$ cat src/rtl/vga_dst.sv
// VGA display timing generator with a tear-free board snapshot for the renderer.
// Optional macro VGA_DST_DBLBUF_EN: stage board writes and publish them at vblank entry.
module vga_dst #(
  parameter int HACT = 800,
  parameter int HFP  = 56,
  parameter int HSW  = 120,
  parameter int HBP  = 64,
  parameter int VACT = 600,
  parameter int VFP  = 37,
  parameter int VSW  = 6,
  parameter int VBP  = 23
) (
  input  logic         pclk,
  input  logic         rst,
  input  logic [767:0] board_in,
  input  logic         board_wr,
  output logic [10:0]  hcnt,
  output logic [9:0]   vcnt,
  output logic         hen,
  output logic         ven,
  output logic         hs,
  output logic         vs,
  output logic         frame_start,
  output logic [767:0] board_out,
  output logic         upd_ack
);

  localparam int HTOT = HACT + HFP + HSW + HBP;
  localparam int VTOT = VACT + VFP + VSW + VBP;

  localparam logic [10:0] H_LAST   = 11'(HTOT - 1);
  localparam logic [10:0] H_ACT    = 11'(HACT);
  localparam logic [10:0] HS_BEG   = 11'(HACT + HFP);
  localparam logic [10:0] HS_END   = 11'(HACT + HFP + HSW - 1);
  localparam logic [9:0]  V_LAST   = 10'(VTOT - 1);
  localparam logic [9:0]  V_ACT    = 10'(VACT);
  localparam logic [9:0]  VS_BEG   = 10'(VACT + VFP);
  localparam logic [9:0]  VS_END   = 10'(VACT + VFP + VSW - 1);

  logic [10:0] h_nxt_s;
  logic [9:0]  v_nxt_s;
  logic        vblank_entry_s;

  // Next counter position; all decodes are taken from it so they align with the counters.
  always_comb begin
    h_nxt_s = hcnt + 11'd1;
    v_nxt_s = vcnt;
    if (hcnt == H_LAST) begin
      h_nxt_s = 11'd0;
      if (vcnt == V_LAST) begin
        v_nxt_s = 10'd0;
      end else begin
        v_nxt_s = vcnt + 10'd1;
      end
    end else begin
      v_nxt_s = vcnt;
    end
  end

  assign vblank_entry_s = (h_nxt_s == 11'd0) && (v_nxt_s == V_ACT);

  // Position counters; reset parks them on the last pixel so the first edge lands on (0,0).
  always_ff @(posedge pclk or posedge rst) begin
    if (rst) begin
      hcnt <= H_LAST;
      vcnt <= V_LAST;
    end else begin
      hcnt <= h_nxt_s;
      vcnt <= v_nxt_s;
    end
  end

  // Registered timing decodes.
  always_ff @(posedge pclk or posedge rst) begin
    if (rst) begin
      hen         <= 1'b0;
      ven         <= 1'b0;
      hs          <= 1'b0;
      vs          <= 1'b0;
      frame_start <= 1'b0;
    end else begin
      hen         <= (h_nxt_s < H_ACT);
      ven         <= (v_nxt_s < V_ACT);
      hs          <= (h_nxt_s >= HS_BEG) && (h_nxt_s <= HS_END);
      vs          <= (v_nxt_s >= VS_BEG) && (v_nxt_s <= VS_END);
      frame_start <= (h_nxt_s == 11'd0) && (v_nxt_s == 10'd0);
    end
  end

`ifdef VGA_DST_DBLBUF_EN
  logic [767:0] staging_r;
  logic         pending_r;

  // Staged board: latest write wins, published only on the first vblank cycle.
  always_ff @(posedge pclk or posedge rst) begin
    if (rst) begin
      staging_r <= 768'd0;
      pending_r <= 1'b0;
      board_out <= 768'd0;
      upd_ack   <= 1'b0;
    end else begin
      if (board_wr) begin
        staging_r <= board_in;
      end else begin
        staging_r <= staging_r;
      end
      if (vblank_entry_s && pending_r) begin
        board_out <= staging_r;
        upd_ack   <= 1'b1;
        // A coincident write refills staging and stays pending for next frame.
        pending_r <= board_wr;
      end else begin
        board_out <= board_out;
        upd_ack   <= 1'b0;
        pending_r <= pending_r | board_wr;
      end
    end
  end
`else
  // Direct board capture on every write.
  always_ff @(posedge pclk or posedge rst) begin
    if (rst) begin
      board_out <= 768'd0;
      upd_ack   <= 1'b0;
    end else begin
      if (board_wr) begin
        board_out <= board_in;
      end else begin
        board_out <= board_out;
      end
      upd_ack <= board_wr;
    end
  end

  logic unused_vblank_s;
  assign unused_vblank_s = vblank_entry_s;
`endif

endmodule

$ cat config.mk
export PLATFORM = sky130hd
export DESIGN_NAME = vga_dst
export DESIGN_NICKNAME = d
export VERILOG_FILES = /design/src/rtl/vga_dst.sv
export SDC_FILE = /design/constraint.sdc
export NUM_CORES = 1
export LEC_CHECK = 0
export BUFFER_PORTS_ARGS = -buffer_cell sky130_fd_sc_hd__buf_2
export CORE_AREA = 2 2 616 618
export CTS_BUF_LIST = sky130_fd_sc_hd__clkbuf_2
export DETAILED_ROUTE_END_ITERATION = 8
export DIE_AREA = 0 0 618 620
export HOLD_SLACK_MARGIN = 0.08
export MAX_ROUTING_LAYER = met4
export SETUP_SLACK_MARGIN = 0.3
export SYNTH_ARGS = -nofsm -noshare
export SYNTH_HDL_FRONTEND = slang
export SYNTH_SLANG_ARGS = --single-unit
$ cat constraint.sdc
create_clock -name pclk -period 61.3 [get_ports pclk]
set_input_delay 6.13 -clock pclk [delete_from_list [all_inputs] [get_ports pclk]]
set_output_delay 6.13 -clock pclk [all_outputs]
set_load 0.1 [all_outputs]
# Word level (Yosys, flattened, before mapping)
# Index checks and enable logic that the tools add are counted.
# classes
n_lt_le_gt_ge	6
mux	3
add_sub_neg	2
eq_ne	2
reduce_logical	5
# ops
cell	count
two-way mux 10 bit	2
adder 11 x 1 -> 11 bit, second input constant	1
== test 11 bit, second input constant	1
>= comparator 11 x 10 -> 1 bit, second input constant	1
<= comparator 11 x 10 -> 1 bit, second input constant	1
zero test 11 bit	1
< comparator 11 x 10 -> 1 bit, second input constant	1
two-way mux 11 bit	1
adder 10 x 1 -> 10 bit, second input constant	1
== test 10 bit, second input constant	1
>= comparator 10 bit, second input constant	1
<= comparator 10 bit, second input constant	1
zero test 10 bit	1
< comparator 10 bit, second input constant	1
logical AND 1 bit	3
# totals
wordCells	27
register_bits	795
out_inout_bits	795
input_bits	771

# Logic depth before layout (Yosys ltp)
# Gate-level depths: netlist of the first run.
# depth
word_depth	5
depth_mapped	9

# Worst setup path before layout of the first run
# Ideal clock, no wire load.
# synth_timing
path_type	input port to flip-flop
startpoint	input port board_wr
endpoint	register board_out[299]
required_time_ps	61172
path_stages	4
arrival_time_ps	7354
setup_slack_ps	53818
path_cell_list	clkbuf_1 -> clkbuf_1 -> buf_1 -> mux2_1
# synth_lines
item	line_no	rtl
start, declared	16	input logic board_wr,
end signal, assigned	127	board_out <= board_in;
end signal, assigned	129	board_out <= board_out;
end, declared	24	output logic [767:0] board_out,
# No word-level cell between the ends.

# Worst setup path after layout of the first run
# layout_timing
startpoint	register vcnt[3]
endpoint	output port vcnt[3]
# layout_lines
item	line_no	rtl
start, declared	18	output logic [9:0] vcnt,
start signal, assigned	69	vcnt <= v_nxt_s;
# No word-level cell between the ends.

==> results.sh, run 1 <==
export IMPL_hold_viol_final=0
export IMPL_post_place_ws_ps=50420
export IMPL_cts_buffers=268
export IMPL_ctsHtreeMaxLevel=5
export IMPL_syn2layout_area_growth_pct=55.70
export IMPL_setup_ws_ps=52150
export IMPL_instances_no_fill=8968
export IMPL_fin_area_mm2=0.04676
export IMPL_synth_enable_flop_cells=0
export IMPL_coreArea_mm2=0.3772
export IMPL_overflow=0
export IMPL_rsz0062_at_grt="false"
export IMPL_r2r_start="hcnt[0]$_DFF_PP1_"
export IMPL_seqPwrFrac=0.350
export IMPL_timing_rr_end="vs$_DFF_PP0_"
export IMPL_finClkSkew_ps=115.4
export IMPL_netlist_area_leader_share=0.6541
export IMPL_dr_pass1_iters=5
export IMPL_tightest_slew_ps=1055
export IMPL_cts_tree="done"
export IMPL_drive_gt1_frac=0.5353
export IMPL_nFillCells=43200
export IMPL_final_util=0.1240
export IMPL_crit_type="reg2out"
export IMPL_nets=4365
export IMPL_combPwrFrac=0.368
export IMPL_cp_slowest_stage_delay_ps=760
export IMPL_io_pins=1566
export IMPL_syn_area_per_cell_um2=16.40
export IMPL_die_area_mm2=0.3832
export IMPL_hold_path_class="reg2reg"
export IMPL_cts_resized=0
export IMPL_grt_pass1_vias=25090
export IMPL_setup_tns_ps=0
export IMPL_grt_pass1_wl_um=366700
export IMPL_clkPwrFrac=0.282
export IMPL_status="finished clean"
export IMPL_synth_nets=2607
export IMPL_fin_worst_hold_slack_ps=481.6
export IMPL_path_buf_inv=1
export IMPL_cp_top_family="flip-flops"
export IMPL_total_power_mw=1.719
export IMPL_fp_dieH_um=620
export IMPL_ys_seq_area_frac=0.6629
export IMPL_synth_top_cells_by_area="dfrtp_1, mux2_1, dfstp_2"
export IMPL_syn_inst=1831
export IMPL_whs_endpoint="board_out[706]$_DFFE_PP0P_"
export IMPL_initial_core_util=0.07961
export IMPL_reg2regPathDepth=7
export IMPL_async_reset_ff_frac=1.000
export IMPL_p_sw_frac=0.5136
export IMPL_p_leak_nw=20.86
export IMPL_dpl_cell_area_mm2=0.04396
export IMPL_cpMaxStageDelayCell="dfstp_2"
export IMPL_critPathArrivalTime_ps=3020
export IMPL_cts_sinks=795
export IMPL_max_cap_violations=0
export IMPL_power_switching_mw=0.8828
export IMPL_port_buffers=1565
export IMPL_hold_buffers=0
export IMPL_endpoint_kind="primary output"
export IMPL_routedWlPerCell_um=35.07
export IMPL_hold_depth=1
export IMPL_grtUsageTotal=0.1633
export IMPL_dpl_hpwl_um=280100
export IMPL_antenna_found_initial=434
export IMPL_clk_path_buf_depth=4
export IMPL_crit_start="vcnt[3]$_DFF_PP1_"
export IMPL_fmax_mhz=109.2
export IMPL_gp_congestion=0.8959
export IMPL_clkLatencyLatePin_ps=1840
export IMPL_antenna_left=0
export IMPL_period_minus_slack_ps=9154
export IMPL_synth_ff_type="dfrtp_1"
export IMPL_drv_slew=0
export IMPL_vias_per_cell=2.842
export IMPL_path_clk_slew_ps=90
export IMPL_dp_cells=8335
export IMPL_yosysUniqueCellTypes=58
export IMPL_r2r_slack_ps=58250
export IMPL_root_buffer="clkbuf_2"
export IMPL_die_w_um=618
export IMPL_hp_start="board_out[706]$_DFFE_PP0P_"
export IMPL_drcViolationCount=0
export IMPL_period_share=0.1493
export IMPL_crit_fanout=19
export IMPL_start_kind="register"
export IMPL_vias=25490
export IMPL_synth_warning_count=0
export IMPL_max_slew_margin=0.2966
export IMPL_mappedNetlistArea_mm2=0.03003
export IMPL_grt_max_degree=120
export IMPL_required_ps=55170
export IMPL_rows=226
export IMPL_routed_wl_um=314500
export IMPL_synth_top_area_cell="dfrtp_1"
export IMPL_powerDensity_mw_per_mm2=36.76
export IMPL_ys_ff_latch=795
export IMPL_drtIter0Drc=1397
export IMPL_vdd_drop_max_v=0.00001417
export IMPL_cts_post_setup_buffers_inserted=0
export IMPL_cp_cell_sequence="buf_2"
export IMPL_p_int_mw=0.8362
export IMPL_finalSetupViolations=0
==> cells in the mapped netlist (4+ instances only) <==
cell type  instances
xnor2_1            9
nand3_1           11
dfrtp_1          785
mux2_2             8
nor4_1             4
a31oi_1            4
inv_1             10
dfstp_2           10
clkbuf_1          56
nor3_1             8
a21oi_1            7
o21ai_0            5
o21ai_1            7
ha_1               5
buf_1             41
nand4_1            8
nor2_1             9
mux2_1           760
xor2_1             5
o31ai_1            4
nand2_1           22
or3_1              4
==> sequential cells by signal (all words and copies together) (netlist names) <==
signal / count
upd_ack: 1
ven: 1
hs: 1
frame_start: 1
vs: 1
hcnt: 11
vcnt: 10
board_out: 768
hen: 1
==> area by class of cell <==
cell class | count | area, µm² | area share
clock buffer | 367 | 1837 | 0.03928
tap | 5016 | 6276 | 0.1342
clock inverter | 91 | 526.8 | 0.01127
antenna | 175 | 437.9 | 0.009366
multi-input combinational | 923 | 9673 | 0.2069
timing repair buffer | 1589 | 8048 | 0.1721
inverter | 12 | 52.55 | 0.001124
sequential | 795 | 19910 | 0.4257
==> power by group through the flow <==
| stage | Clock, mW | Combinational [mW] | Sequential [mW] |
|---|---|---|---|
| 2_1_floorplan | 0 | 0.0555 | 0.985 |
| 3_3_place_gp | 0 | 0.642 | 0.610 |
| 3_5_place_dp | 0 | 0.642 | 0.612 |
| 4_1_cts | 0.519 | 0.643 | 0.603 |
| 5_1_grt | 0.542 | 0.658 | 0.609 |
| 6_report | 0.485 | 0.633 | 0.602 |
==> layout by cell type (no fill, tap or decap), drive strengths merged, types with 3 or more instances in the layout <==
| master | instances |
|---|---|
| dfstp | 10 |
| nand4 | 8 |
| clkinvlp | 4 |
| o31ai | 4 |
| dfrtp | 785 |
| xnor2 | 9 |
| a21oi | 7 |
| clkinv | 72 |
| nor4 | 5 |
| nand2 | 22 |
| and2 | 3 |
| ha | 5 |
| clkbuf | 367 |
| inv | 24 |
| or3 | 4 |
| a31oi | 4 |
| nor2 | 9 |
| nor3 | 11 |
| nand3 | 11 |
| o21ai | 12 |
| xor2 | 5 |
| mux2 | 768 |
| bufinv | 3 |
| diode | 175 |
| buf | 1589 |
==> worst max path at each step <==
stage | depth (start not counted) | end | slack (ps)
floorplan | 1 | board_out[0]$_DFFE_PP0P_ | 32860
detailed placement | 7 | board_out[740]$_DFFE_PP0P_ | 50420
global placement | 7 | board_out[740]$_DFFE_PP0P_ | 50460
global route | 1 | board_out[373] | 51720
finish | 1 | vcnt[3] | 52150
CTS | 1 | board_out[373] | 51680
==> worst reg2reg max path, delay by kind of cell, from the launching register on <==
family          cells  cell delay [ps]
compound gates      1              220
fa+ha+maj           1              370
flops               1              620
mux                 1              360
simple gates        4             1310
==> cells by family after synthesis <==
logic type | Yosys count | synth area share
buffers and inverters | 113 | 0.01500
and+or+nand+nor | 87 | 0.01625
xor gates and xnor gates | 14 | 0.004083
AOI/OAI and AO/OA | 47 | 0.01104
DFF | 795 | 0.6629
adders and majority gates | 5 | 0.002083
muxes | 770 | 0.2887
==> per-layer routing <==
metal	vias to the layer above	track usage	routed length, µm
met5	-	-	0
met4	0	0.05962	13870
met3	970	0.1384	58660
met2	2035	0.2481	140400
met1	12070	0.1486	101600
li1	10410	-	-
Note: power is estimated with default switching activity, not from simulation.
==> inputs of run 2 (changes only) <==
--- a/config.mk
+++ b/config.mk
@@ -6,10 +6,10 @@
 export NUM_CORES = 1
 export LEC_CHECK = 0
 export BUFFER_PORTS_ARGS = -buffer_cell sky130_fd_sc_hd__buf_2
-export CORE_AREA = 2 2 616 618
+export CORE_AREA = 2 2 617 619
 export CTS_BUF_LIST = sky130_fd_sc_hd__clkbuf_2
 export DETAILED_ROUTE_END_ITERATION = 8
-export DIE_AREA = 0 0 618 620
+export DIE_AREA = 0 0 619 621
 export HOLD_SLACK_MARGIN = 0.08
 export MAX_ROUTING_LAYER = met4
 export SETUP_SLACK_MARGIN = 0.3
==> constraint.sdc (replaced) <==
create_clock -name pclk -period 9.57 [get_ports pclk]
set_input_delay 0.957 -clock pclk [delete_from_list [all_inputs] [get_ports pclk]]
set_output_delay 0.957 -clock pclk [all_outputs]
set_load 0.1 [all_outputs]
==> results.sh, run 2 <==
export IMPL_cts_resized=0
export IMPL_synth_most_common_cell="dfrtp_1"
export IMPL_mappedNetlistArea_mm2=0.03003
export IMPL_synth_top_cells_by_area="dfrtp_1, mux2_1, dfstp_2"
export IMPL_synth_xor_area_share=0.004083
export IMPL_cts_buffers=264
export IMPL_root_buffer="clkbuf_2"
export IMPL_initial_core_util=0.07949
export IMPL_cts_sinks=795
export IMPL_error="[ERROR RSZ-0060] Max buffer count reached."
export IMPL_synth_ff_type="dfrtp_1"
export IMPL_dpl_hpwl_um=265900
export IMPL_synth_top_family_by_area="multiplexers"
export IMPL_synth_nets=2607
export IMPL_synth_common_cells="dfrtp_1, mux2_1, clkbuf_1"
export IMPL_io_pins=1566
export IMPL_synth_simple_area_share=0.01625
export IMPL_netlist_area_leader_share=0.6541
export IMPL_ys_ff_latch=795
export IMPL_syn_inst=1831
export IMPL_syn_area_per_cell_um2=16.40
export IMPL_fp_dieH_um=621
export IMPL_failing_step="clock tree synthesis"
export IMPL_clk_path_buf_depth=4
export IMPL_port_buffers=1565
export IMPL_synth_top_area_cell="dfrtp_1"
export IMPL_ctsHtreeMaxLevel=5
export IMPL_synth_compound_area_frac=0.01104
export IMPL_hold_buffers=1755
export IMPL_async_reset_ff_frac=1.000
export IMPL_synth_warning_count=0
export IMPL_ys_seq_area_frac=0.6629
export IMPL_gp_congestion=0.9924
export IMPL_dpl_cell_area_mm2=0.04402
export IMPL_synth_enable_flop_cells=0
export IMPL_post_place_ws_ps=5904
export IMPL_synth_fa_ha_area_frac=0.002083
export IMPL_cts_post_setup_buffers_inserted=0
export IMPL_die_w_um=619
export IMPL_status="did not finish"
export IMPL_yosysUniqueCellTypes=58
export IMPL_rows=226
export IMPL_synth_mux_area_frac=0.2887
==> run 2: cell counts after synthesis <==
No cell type changed its count.
==> run 2: cell families after synthesis <==
| family | count (synthesis) |
|---|---|
| compound gates | 47 |
| xor+xnor | 14 |
| flops | 795 |
| buf+inv | 113 |
| fa+ha+maj | 5 |
| simple gates | 87 |
| mux | 770 |
==> run 2: per-stage QoR <==
stage	std cells	utilization
after global placement	8331	0.1165
after detailed placement	8331	0.1165
after floorplan	1831	-
==> inputs of run 3 (changes only) <==
==> config.mk (replaced) <==
export PLATFORM = sky130hd
export DESIGN_NAME = vga_dst
export DESIGN_NICKNAME = d
export VERILOG_FILES = /design/src/rtl/vga_dst.sv
export SDC_FILE = /design/constraint.sdc
export NUM_CORES = 1
export LEC_CHECK = 0
export BUFFER_PORTS_ARGS = -buffer_cell sky130_fd_sc_hd__buf_2
export CORE_AREA = 2 2 617 619
export DETAILED_ROUTE_END_ITERATION = 8
export DIE_AREA = 0 0 619 621
export PLACE_DENSITY_LB_ADDON = 0.15
export SYNTH_ARGS = -nofsm -noshare
export SYNTH_HDL_FRONTEND = slang
export SYNTH_SLANG_ARGS = --single-unit
==> results.sh, run 3 (synthesized netlist as in run 1, its figures left out) <==
export IMPL_cts_buffers=122
export IMPL_fp_dieH_um=621
export IMPL_seqPwrFrac=0.316
export IMPL_timing_rr_end="ven$_DFF_PP0_"
export IMPL_fmax_mhz=306.6
export IMPL_vias=23510
export IMPL_die_w_um=619
export IMPL_cts_post_setup_buffers_inserted=0
export IMPL_total_power_mw=12.24
export IMPL_drive_gt1_frac=0.5115
export IMPL_grt_pass1_vias=24760
export IMPL_clk_path_buf_depth=4
export IMPL_final_util=0.1271
export IMPL_cts_resized=0
export IMPL_coreArea_mm2=0.3778
export IMPL_nFillCells=43100
export IMPL_period_share=0.3408
export IMPL_max_cap_violations=0
export IMPL_endpoint_kind="register"
export IMPL_setup_tns_ps=0
export IMPL_final_cell_mix="buf_2, dfrtp_1, mux2_1, clkbuf_16, clkbuf_8"
export IMPL_p_leak_nw=21.03
export IMPL_top_regs="board_out (768), hcnt (11), vcnt (10)"
export IMPL_status="finished clean"
export IMPL_vdd_drop_max_v=0.0001316
export IMPL_final_common_cell="buf_2"
export IMPL_finClkSkew_ps=20.89
export IMPL_clkPwrFrac=0.371
export IMPL_dpl_hpwl_um=207100
export IMPL_drcViolationCount=0
export IMPL_cts_tree="done"
export IMPL_grtUsageTotal=0.1225
export IMPL_syn2layout_area_growth_pct=59.88
export IMPL_routed_wl_um=241200
export IMPL_hold_buffers=0
export IMPL_p_sw_frac=0.4355
export IMPL_vias_per_cell=2.739
export IMPL_drtIter0Drc=714
export IMPL_max_slew_margin=0.2635
export IMPL_antenna_found_initial=280
export IMPL_die_area_mm2=0.3844
export IMPL_gp_congestion=0.8088
export IMPL_grt_pass1_wl_um=301800
export IMPL_rows=226
export IMPL_cpMaxStageDelayCell="or3_1"
export IMPL_initial_core_util=0.07949
export IMPL_port_buffers=1565
export IMPL_power_switching_mw=5.332
export IMPL_antenna_left=0
export IMPL_powerDensity_mw_per_mm2=255.0
export IMPL_reg2regPathDepth=7
export IMPL_largest_register="board_out"
export IMPL_r2r_start="hcnt[0]$_DFF_PP1_"
export IMPL_root_buffer="clkbuf_16"
export IMPL_path_clk_slew_ps=60
export IMPL_post_place_ws_ps=5766
export IMPL_required_ps=10220
export IMPL_fin_area_mm2=0.04801
export IMPL_dr_pass1_iters=5
export IMPL_cts_sinks=795
export IMPL_grt_max_degree=117
export IMPL_dp_cells=8334
export IMPL_dpl_cell_area_mm2=0.04400
export IMPL_routedWlPerCell_um=28.10
export IMPL_crit_type="reg2reg"
export IMPL_rsz0062_at_grt="false"
export IMPL_clkLatencyLatePin_ps=830
export IMPL_tightest_slew_ps=1105
export IMPL_setup_ws_ps=6308
export IMPL_hold_path_class="in2async"
export IMPL_finalSetupViolations=0
export IMPL_crit_fanout=16
export IMPL_fin_worst_hold_slack_ps=291.3
export IMPL_drv_slew=0
export IMPL_critPathArrivalTime_ps=3910
export IMPL_start_kind="register"
export IMPL_period_minus_slack_ps=3262
export IMPL_io_pins=1566
export IMPL_cp_slowest_stage_delay_ps=680
export IMPL_cp_cell_sequence="ha_1 -> nand4b_1 -> or3_1 -> nor3_4 -> xnor2_1 -> o41ai_1 -> nand2_1"
export IMPL_hold_viol_final=0
export IMPL_nets=4218
export IMPL_instances_no_fill=8582
export IMPL_r2r_slack_ps=6310
export IMPL_ctsHtreeMaxLevel=3
export IMPL_p_int_mw=6.910
export IMPL_combPwrFrac=0.313
export IMPL_largest_reg_flops=768
export IMPL_overflow=0
-- run 3: power groups by stage --
| stage | logic [mW] | registers (mW) | clock network (mW) |
|---|---|---|---|
| floorplan | 0.356 | 6.31 | 0 |
| global placement | 3.93 | 3.92 | 0 |
| detailed placement | 3.93 | 3.92 | 0 |
| CTS | 3.93 | 3.87 | 4.81 |
| global route | 4.02 | 3.91 | 4.91 |
| finish | 3.84 | 3.86 | 4.54 |
-- run 3: final cells by class --
class,count,area [µm²],area share
Inverter,12,48.80,0.001016
Timing Repair Buffer,1588,8090,0.1685
Sequential cell,795,19910,0.4146
Antenna cell,33,82.58,0.001720
Tap cell,5016,6276,0.1307
Multi-Input combinational cell,923,9679,0.2016
Clock buffer,175,3553,0.07401
Clock inverter,40,374.1,0.007792
-- run 3: routing by layer --
layer | track usage | up-vias | share of wire
li1 | - | 9813 | -
met1 | 0.1272 | 11650 | 0.36
met2 | 0.2046 | 1410 | 0.46
met3 | 0.08062 | 622 | 0.15
met4 | 0.02608 | 12 | 0.030
met5 | 0 | - | 0.00038
-- run 3: worst max-delay path: cells and delay by family, from the launching register on --
kind / cells / cell delay, ps
compound gates: 1 / 630
xor+xnor: 1 / 110
fa+ha+maj: 1 / 360
flops: 1 / 600
simple gates: 4 / 1370
-- run 3: worst max path at each step --
stage	from	to	slack, ps	cells past startpoint
after floorplan	rst	board_out[0]$_DFFE_PP0P_	-2290	1
after global placement	board_wr	board_out[656]$_DFFE_PP0P_	5770	4
after detailed placement	board_wr	board_out[163]$_DFFE_PP0P_	5770	4
after CTS	hcnt[0]$_DFF_PP1_	ven$_DFF_PP0_	6330	7
after global routing	hcnt[0]$_DFF_PP1_	vs$_DFF_PP0_	6130	7
final	hcnt[0]$_DFF_PP1_	ven$_DFF_PP0_	6310	7
